File: config.mk
export PLATFORM = sky130hd
export DESIGN_NAME = flash_reader
export DESIGN_NICKNAME = d
export VERILOG_FILES = /design/src/rtl/flash_reader_pkg.sv /design/src/rtl/flash_sck_gen.sv /design/src/rtl/flash_reader.sv
export SDC_FILE = /design/constraint.sdc
export NUM_CORES = 1
export LEC_CHECK = 0
export ABC_AREA = 1
export CAP_MARGIN = 25
export CORE_UTILIZATION = 35
export DETAILED_ROUTE_END_ITERATION = 8
export PLACE_DENSITY = 0.58
export REMOVE_ABC_BUFFERS = 1
export SYNTH_ARGS = -nofsm -noshare
export SYNTH_HDL_FRONTEND = slang
export SYNTH_SLANG_ARGS = --single-unit
export TNS_END_PERCENT = 100
File: constraint.sdc
create_clock -name clk -period 3.05 [get_ports clk]
set_input_delay 0.61 -clock clk [delete_from_list [all_inputs] [get_ports clk]]
set_output_delay 0.61 -clock clk [all_outputs]
set_load 0.02 [all_outputs]
File: src/rtl/flash_reader_pkg.sv
// flash_reader_pkg: shared states, SPI READ command constants and address helper
package flash_reader_pkg;

    typedef enum logic [2:0] {
        STARTUP,
        IDLE,
        SEND,
        RECV,
        DONE,
        HOLD
    } state_t;

    localparam logic [7:0] READ_OP   = 8'h03;
    localparam int         CMD_BITS  = 32;
    localparam int         DATA_BITS = 16;

    function automatic logic [23:0] byte_addr(input logic [23:0] base, input logic [23:0] addr);
        return base + {addr[22:0], 1'b0};
    endfunction

endpackage

File: src/rtl/flash_sck_gen.sv
// flash_sck_gen: mode-0 SPI clock with one-cycle strobes ahead of each SCK edge
module flash_sck_gen #(
    parameter int CLK_DIV = 2
) (
    input  logic clk,
    input  logic reset,
    input  logic run,
    output logic sck,
    output logic rise,
    output logic fall
);

    localparam int W = $clog2(CLK_DIV + 1);

    logic [W-1:0] cnt;
    logic         tick;

    assign tick = run && cnt == W'(CLK_DIV - 1);
    assign rise = tick && !sck;
    assign fall = tick && sck;

    // Half-period counter; SCK parks low whenever the link is not running
    always_ff @(posedge clk) begin
        if (reset || !run) begin
            cnt <= '0;
            sck <= 1'b0;
        end else if (tick) begin
            cnt <= '0;
            sck <= !sck;
        end else begin
            cnt <= cnt + W'(1);
        end
    end

endmodule

File: src/rtl/flash_reader.sv
// flash_reader: SPI flash READ engine returning one 16-bit word per request
module flash_reader
    import flash_reader_pkg::*;
#(
    parameter int          CLK_DIV        = 2,
    parameter logic [23:0] BASE_ADDR      = 24'h200000,
    parameter int          STARTUP_CYCLES = 10000
) (
    input  logic        clk,
    input  logic        reset,
    input  logic [23:0] flash_addr,
    input  logic        flash_enable,
    output logic [15:0] data_out,
    output logic        data_ready,
    output logic        flash_cs_n,
    output logic        flash_sck,
    output logic        flash_mosi,
    input  logic        flash_miso
);

    state_t      state, next;
    logic [31:0] cnt;
    logic [4:0]  bits;
    logic [31:0] sh;
    logic [31:0] cmd;
    logic [15:0] rx;
    logic        run, rise, fall;

    assign run        = state == SEND || state == RECV;
    assign flash_cs_n = !run;
    assign data_ready = state == IDLE || state == HOLD;
    assign cmd        = {READ_OP, byte_addr(BASE_ADDR, flash_addr)};

    flash_sck_gen #(.CLK_DIV(CLK_DIV)) u_sck (
        .clk  (clk),
        .reset(reset),
        .run  (run),
        .sck  (flash_sck),
        .rise (rise),
        .fall (fall)
    );

    // State register
    always_ff @(posedge clk) begin
        state <= reset ? STARTUP : next;
    end

    // Next-state: bit phases end on the falling edge that closes their last bit
    always_comb begin
        next = state;
        case (state)
            STARTUP: if (cnt == 32'(STARTUP_CYCLES - 1)) next = IDLE;
            IDLE:    if (flash_enable) next = SEND;
            SEND:    if (fall && bits == 5'(CMD_BITS - 1)) next = RECV;
            RECV:    if (fall && bits == 5'(DATA_BITS - 1)) next = DONE;
            DONE:    if (cnt == 32'(2 * CLK_DIV - 1)) next = HOLD;
            HOLD:    if (!flash_enable) next = IDLE;
            default: next = STARTUP;
        endcase
    end

    // Datapath: command shifter, receive shifter and the published word
    always_ff @(posedge clk) begin
        if (reset) begin
            cnt        <= '0;
            bits       <= '0;
            sh         <= '0;
            rx         <= '0;
            flash_mosi <= 1'b0;
            data_out   <= '0;
        end else begin
            cnt <= (state == STARTUP || state == DONE) ? cnt + 32'd1 : '0;
            if (state == IDLE && flash_enable) begin
                bits       <= '0;
                sh         <= {cmd[30:0], 1'b0};
                flash_mosi <= cmd[31];
            end
            if (fall) begin
                bits       <= bits + 5'd1;
                sh         <= {sh[30:0], 1'b0};
                flash_mosi <= sh[31];
            end
            if (rise && state == RECV) rx <= {rx[14:0], flash_miso};
            if (state == DONE && next == HOLD) data_out <= rx;
        end
    end

endmodule

# Yosys cells after proc, flatten, opt, wreduce, memory -nomap -nowiden
# Index checks and enable logic that the tools add are counted.
# word_totals
regBits	107
inputBits	28
out_inout_bits	20
elab_cells	56
# classes
n_addsub	4
n_eq_ne	11
mux	13
bitwise_logic	1
n_reduce_logical	18
# ops
op	count
$mux W32	2
$add A32 B1 Y32 const B	1
$eq A32 B14 Y1 const B	1
$eq A32 B2 Y1 const B	1
$add A22 B24 Y24 const A	1
$mux W3	6
$pmux W3 S6	1
$mux W5	2
$eq A3 B3 Y1 const B	3
$logic_and A1 B1 Y1	8
$eq A3 B2 Y1 const B	2
$add A5 B1 Y5 const B	1
$eq A5 B4 Y1 const B	1
$eq A5 B5 Y1 const B	1
$logic_or A1 B1 Y1	4
$reduce_or A2 Y1	2
$eq A3 B1 Y1 const B	1
$logic_not A3 Y1	1
$add A2 B1 Y2 const B	1
$eq A2 B1 Y1 const B	1
$logic_not A1 Y1	2
$mux W1	2
$reduce_bool A2 Y1	1
$not A1 Y1	1

# Longest topological paths before layout
# Gate-level depths: netlist of run 1.
# logic_depth
word_depth	9
ltp_mapped	12
ltp_nobuf	11

# Hierarchy
# A second synthesis of run 1 with hierarchy kept.
# unflattened
cells_unflattened	683
area_unflattened_um2	4875.9
# by_module_without_submodules
module	instances	cells_per_inst	area_per_inst_um2	seq_area_each_um2
flash_reader	1	665	4748.3	2062.0
flash_sck_gen	1	18	127.6	60.1

# Worst setup path before layout of run 1
# No wires, ideal clock.
# synth_timing
path_kind	reg2reg
from	register cnt[0]
to	register data_out[5]
arrival_time_ns	1.393
slack_ns	1.525
stages_incl_launch_ff	10
cell_sequence	dfxtp_1 ha_1 nand2_1 nor2_2 nand2_2 o21ai_4 nand2_4 buf_6 nand2_1 a21oi_1
# synth_between
elab_chain_len	5
elab_cells_between_ends	7
# synth_rtl
item	line	rtl
start: declaration	flash_reader.sv:22	logic [31:0] cnt;
start signal: assignment	flash_reader.sv:72	cnt <= (state == STARTUP || state == DONE) ? cnt + 32'd1 : '0;
$eq A32 B2 Y1 or $eq A32 B14 Y1 (tied branches)	flash_reader.sv:56, flash_reader.sv:52	
$mux W3 (on tied branches)	flash_reader.sv:56, flash_reader.sv:52	
$pmux W3 S6 (*)	flash_reader.sv:51	case (state)
$eq A3 B3 Y1 (*)	flash_reader.sv:84	if (state == DONE && next == HOLD) data_out <= rx;
$logic_and A1 B1 Y1 (*)	flash_reader.sv:84	
end signal: assignment	flash_reader.sv:84	
end: declaration	flash_reader.sv:13	output logic [15:0] data_out,
# Mark *: on every way between the ends. The rest lies on a longest branch, timed or not.
# A chain may end at the register's enable or synchronous reset.

# Worst setup path in the final report of run 1
# layout_timing
from	register state[1]
to	output flash_cs_n
# layout_between
elab_chain_len	3
elab_cells_between_ends	4
# layout_rtl
item	line	rtl
start: declaration	flash_reader.sv:21	state_t state, next;
start signal: assignment	flash_reader.sv:45	state <= reset ? STARTUP : next;
$eq A3 B2 Y1	flash_reader.sv:29	assign run = state == SEND || state == RECV;
$logic_or A1 B1 Y1 (*)	flash_reader.sv:29	
$logic_not A1 Y1 (*)	flash_reader.sv:30	assign flash_cs_n = !run;
end: declaration	flash_reader.sv:15	output logic flash_cs_n,
# Marked as above.

==> impl_metrics.env, run 1 <==
export IMPL_post_cts_buffers=0
export IMPL_cts_buffers=9
export IMPL_drt_wirelength_per_cell_um=12.2
export IMPL_worstSetupStartpointType="register"
export IMPL_grt_pass1_vias=4173
export IMPL_min_period_ns=2.23
export IMPL_cts_sinks=106
export IMPL_synthTopCellsByCount="nand2_1, dfxtp_1, nor2_1"
export IMPL_synth_distinct_cells=38
export IMPL_die_width_um=121
export IMPL_maxCapViolCount=0
export IMPL_start_util=0.357
export IMPL_rows=43
export IMPL_period_share=0.730
export IMPL_holdBufCountCts=0
export IMPL_end_kind="output port"
export IMPL_clock_root_buffer="clkbuf_16"
export IMPL_drt_pass1_iterations=5
export IMPL_avgSynthCellArea_sq_um=6.92
export IMPL_portBuffers=46
export IMPL_core_area_sq_um=13800
export IMPL_grt_usage=0.166
export IMPL_tightest_slew_ns=0.585
export IMPL_drc_errors=0
export IMPL_max_freq_ghz=0.449
export IMPL_synth_edf_count=0
export IMPL_antennaDiodeCount=0
export IMPL_io_pins=48
export IMPL_criticalPathCategory="register to output port"
export IMPL_hold_viol=0
export IMPL_met2_usage=0.269
export IMPL_critPathArrivalTime_ns=1.62
export IMPL_synth_top_area_share=0.430
export IMPL_async_flop_share=0
export IMPL_htree_num_levels=3
export IMPL_max_slew_margin_rel=0.609
export IMPL_reg2reg_depth=12
export IMPL_cts_resized=0
export IMPL_layout_nets=787
export IMPL_met1_usage=0.212
export IMPL_synth_seq_area_share=0.430
export IMPL_total_power_uw=2690
export IMPL_leakage_uw=0.00232
export IMPL_yosysTopAreaCell="dfxtp_1"
export IMPL_grt_ovfl_total=0
export IMPL_die_area_sq_um=14600
export IMPL_vdd_drop_max_uv=251
export IMPL_syn_cell_area_sq_um=4930
export IMPL_cp_required_ns=2.44
export IMPL_grt_pass1_wl_um=19400
export IMPL_ys_ff_latch=106
export IMPL_cts_clk_slew_worst_paths_ns=0.08
export IMPL_place_congestion=0.814
export IMPL_tritoncts="done"
export IMPL_vias=4526
export IMPL_ys_flop_type="dfxtp_1"
export IMPL_worstHoldPathCells=1
export IMPL_clock_skew_ns=0.0103
export IMPL_grt_util_met3=0.0358
export IMPL_ant_nets=0
export IMPL_via_per_inst=4.83
export IMPL_finalMaxSlewViolations=0
export IMPL_synth_cells=713
export IMPL_layout_drive_gt1_share=0.0806
export IMPL_dpl_hpwl_um=8000
export IMPL_power_per_cell_area_nw_per_um2=460
export IMPL_setup_viol=0
export IMPL_setup_tns_ns=0
export IMPL_rsz0062_at_grt="false"
export IMPL_syn_to_final_growth_pct=18.8
export IMPL_busiest_layer="met2"
export IMPL_fin_cells=937
export IMPL_drt_initial_drc_count=366
export IMPL_wirelength_um=11400
export IMPL_die_y_um=121
export IMPL_outcome="completed"
export IMPL_clock_latency_ns=0.36
export IMPL_utilization=0.423
export IMPL_min_path_type="register to register"
export IMPL_yosys_top_cells_area="dfxtp_1, nand2_1, nor2_1, nand3_1, a21oi_1"
export IMPL_placedCellCount=922
export IMPL_grt_max_degree=35
export IMPL_fin_area_sq_um=5860
export IMPL_antenna_found_initial=0
export IMPL_crit_fanout=5
export IMPL_cts_max_path_buffers=2
export IMPL_yosysMostFrequentCell="nand2_1"
export IMPL_synth_warnings=0
export IMPL_place_area_sq_um=5550
flip-flops by register name, summed over array words and instances, names as in the netlist:
register    cells
cnt            32
sh             30
data_out       16
rx             16
bits            5
state           3
u_sck.cnt       2
flash_mosi      1
u_sck.sck       1
worst paths after layout:
| kind | startpoint | endpoint | slack, ns |
|---|---|---|---|
| worst min register to register | u_sck.cnt[0] | u_sck.cnt[0] | 0.43 |
| worst max register to register | u_sck.cnt[1] | sh[8] | 0.94 |
| worst min-delay path | u_sck.cnt[0] | u_sck.cnt[0] | 0.43 |
| worst max-delay path | state[1] | flash_cs_n | 0.82 |
cell families (layout without fill, tap and decap cells):
group | count (synthesis) | count (layout) | synth area share
DFF | 106 | 106 | 0.430
AOI/OAI and AO/OA | 97 | 97 | 0.107
adders and majority gates | 6 | 6 | 0.0152
xor gates and xnor gates | 4 | 4 | 0.00711
buffers and inverters | 101 | 145 | 0.0830
and+or+nand+nor | 399 | 399 | 0.357
layer usage:
metal,vias up,share of wire
li1,2368,-
met1,2062,0.49
met2,79,0.45
met3,17,0.040
met4,0,0.021
met5,-,0
cells in the final DEF (no fill, tap or decap), types with 2 or more instances in the layout:
master / synthesis / routed
nand2_1: 192 / 192
a21oi_1: 55 / 55
nor3_4: 2 / 2
nor2_1: 91 / 91
xor2_1: 2 / 2
buf_4: 0 / 7
clkdlybuf4s50_1: 0 / 46
nor2_4: 2 / 2
nand2_2: 4 / 4
o211ai_1: 2 / 2
nor3_2: 3 / 3
clkbuf_16: 0 / 9
nor3_1: 15 / 15
a31oi_1: 3 / 3
or2_2: 5 / 5
o221a_2: 2 / 2
ha_1: 6 / 6
nand4_1: 11 / 11
nand3b_1: 2 / 2
inv_2: 9 / 9
inv_8: 0 / 3
o21ai_0: 30 / 30
xnor2_1: 2 / 2
nor2_2: 7 / 7
inv_1: 68 / 68
nand3_1: 57 / 57
nor3b_1: 3 / 3
dfxtp_1: 106 / 106
where the power goes:
part | internal, uW | switching (uW) | leakage, uW | total [uW]
logic | 41.5 | 42.2 | 0.00131 | 83.7
registers | 1390 | 3.97 | 0.000854 | 1390
clock network | 654 | 563 | 0.000152 | 1220
critical path, stage by stage, from the launching register on:
cell and delay [ns]:
dfxtp_1 0.44, inv_2 0.07, nor2_2 0.16, inv_1 0.06, clkdlybuf4s50_1 0.53
cell type report:
class	instances	area (sq um)
tap	180	225
fill	1438	7970
clock buffer	9	225
timing repair buffer	53	513
inverter	77	289
sequential	106	2120
clock inverter	6	81.3
multi-input combinational	506	2400
through the flow:
step	hold WS (ns)	setup WS (ns)
floorplan	0.407	1.23
finish	0.432	0.822
detailed placement	0.421	0.683
global placement	0.416	0.722
global route	0.450	0.707
CTS	0.432	0.799
(Power assumes the default switching activity.)
==> run 2, diff against run 1 <==
PLACE_DENSITY = 0.6   (was 0.58)
clock period = 2 ns   (was 3.05 ns; I/O delays follow)
==> impl_metrics.env, run 2 (synthesis results as in run 1) <==
export IMPL_ant_nets=0
export IMPL_critPathSlowestCell="clkdlybuf4s50_1"
export IMPL_via_per_inst=4.76
export IMPL_io_pins=48
export IMPL_r2r_start="cnt[0]"
export IMPL_dpl_hpwl_um=7870
export IMPL_core_area_sq_um=13800
export IMPL_criticalPathCategory="register to output port"
export IMPL_slowest_delay_ns=0.64
export IMPL_critPathArrivalTime_ns=1.44
export IMPL_power_per_cell_area_nw_per_um2=691
export IMPL_cp_buffers_inverters=1
export IMPL_wirelength_um=11300
export IMPL_period_share=0.918
export IMPL_crit_family="buffers and inverters"
export IMPL_place_area_sq_um=5610
export IMPL_rsz0062_at_grt="false"
export IMPL_largest_reg_flops=32
export IMPL_tightest_slew_ns=0.487
export IMPL_failed_checks="design-rule violations"
export IMPL_cts_max_path_buffers=2
export IMPL_cp_required_ns=1.60
export IMPL_cts_buffers=9
export IMPL_place_congestion=0.890
export IMPL_grt_pass1_wl_um=19000
export IMPL_worst_slack_ns=0.163
export IMPL_portBuffers=46
export IMPL_grt_pass1_vias=3961
export IMPL_worstSetupStartpointType="register"
export IMPL_top_register="cnt"
export IMPL_syn_to_final_growth_pct=20.1
export IMPL_htree_num_levels=3
export IMPL_die_y_um=121
export IMPL_max_slew_margin_rel=0.675
export IMPL_path_cells="clkdlybuf4s50_1"
export IMPL_fin_area_sq_um=5920
export IMPL_layout_drive_gt1_share=0.0878
export IMPL_post_cts_buffers=0
export IMPL_grt_usage=0.165
export IMPL_vdd_drop_max_uv=386
export IMPL_p_switching_uw=888
export IMPL_pre_cts_ws_ns=0.140
export IMPL_switching_share=0.217
export IMPL_outcome="finished, violations left"
export IMPL_end_kind="output port"
export IMPL_layout_nets=792
export IMPL_cts_sinks=106
export IMPL_vias=4487
export IMPL_min_period_ns=1.84
export IMPL_setup_viol=0
export IMPL_pwr_share_comb=0.032
export IMPL_fin_cells=943
export IMPL_antenna_found_initial=0
export IMPL_grt_max_degree=41
export IMPL_min_path_type="register to register"
export IMPL_drt_wirelength_per_cell_um=11.9
export IMPL_maxCapViolCount=0
export IMPL_timing_critical_path_from="u_sck.sck"
export IMPL_final_common_cell="nand2_1"
export IMPL_finalMaxSlewViolations=0
export IMPL_power_frac_clock=0.450
export IMPL_clock_root_buffer="clkbuf_16"
export IMPL_min_from="u_sck.cnt[0]"
export IMPL_leakage_uw=0.00236
export IMPL_die_area_sq_um=14600
export IMPL_drt_initial_drc_count=261
export IMPL_hold_viol=0
export IMPL_reg_largest_list="cnt x32, sh x30"
export IMPL_placedCellCount=927
export IMPL_crit_fanout=4
export IMPL_drc_errors=2
export IMPL_layout_common_cells="nand2_1, dfxtp_1, nor2_1, inv_1, nand3_1"
export IMPL_clock_skew_ns=0.00852
export IMPL_clock_latency_ns=0.36
export IMPL_die_width_um=121
export IMPL_grt_ovfl_total=0
export IMPL_setup_tns_ns=0
export IMPL_p_seq_frac=0.518
export IMPL_p_int_uw=3200
export IMPL_antennaDiodeCount=0
export IMPL_max_freq_ghz=0.544
export IMPL_cts_clk_slew_worst_paths_ns=0.07
export IMPL_rows=43
export IMPL_drt_pass1_iterations=8
export IMPL_start_util=0.357
export IMPL_tritoncts="done"
export IMPL_hold_ws_ns=0.437
-- run 2: cell count changes in the layout (fill, tap and decap cells not counted), sizes merged --
cell	before	now
clkbuf	9	10
inv	81	79
clkinv	1	3
dlygate4sd2	0	2
clkdlybuf4s50	46	44
buf	7	12
-- run 2: power groups by stage --
stage / clock, uW / combinational (uW) / sequential, uW
2_1_floorplan: 0 / 42.6 / 2170
3_3_place_gp: 0 / 133 / 2170
3_5_place_dp: 0 / 132 / 2170
4_1_cts: 1900 / 134 / 2120
5_1_grt: 1980 / 144 / 2120
6_report: 1840 / 131 / 2120
-- run 2: final timing paths --
kind / slack [ns] / cells past startpoint / to
min: 0.44 / 1 / u_sck.cnt[0]
max reg2reg: 0.24 / 8 / cnt[18]
max: 0.16 / 1 / flash_sck
min reg2reg: 0.44 / 1 / u_sck.cnt[0]
-- run 2: what timing repair did --
item	CTS	global route
resized for setup	2	0
hold buffers	0	0
setup endpoints to repair	2	0
-- run 2: layout make-up --
type,instances,area [sq um]
fillers,1455,7910
well taps,180,225
repair buffers,58,573
flip-flops and latches,106,2120
inverters,77,289
multi-input cells,506,2400
clock buffers,10,239
clock inverters,6,72.6
-- run 2: through the flow --
stage          total power (uW)  utilization
3_3_place_gp               2300        0.406
6_report                   4090        0.428
4_1_cts                    4150        0.428
2_1_floorplan              2210            -
5_1_grt                    4240        0.428
3_5_place_dp               2300        0.406
-- run 2: metal layers --
layer / global-route usage / up-vias / part of all wire / routed length, um
met1: 0.232 / 1993 / 0.52 / 5830
met3: 0.0297 / 18 / 0.043 / 482
met5: 0 / - / 0 / 0
met2: 0.242 / 88 / 0.42 / 4700
met4: 0.0756 / 0 / 0.021 / 242
li1: - / 2388 / - / -
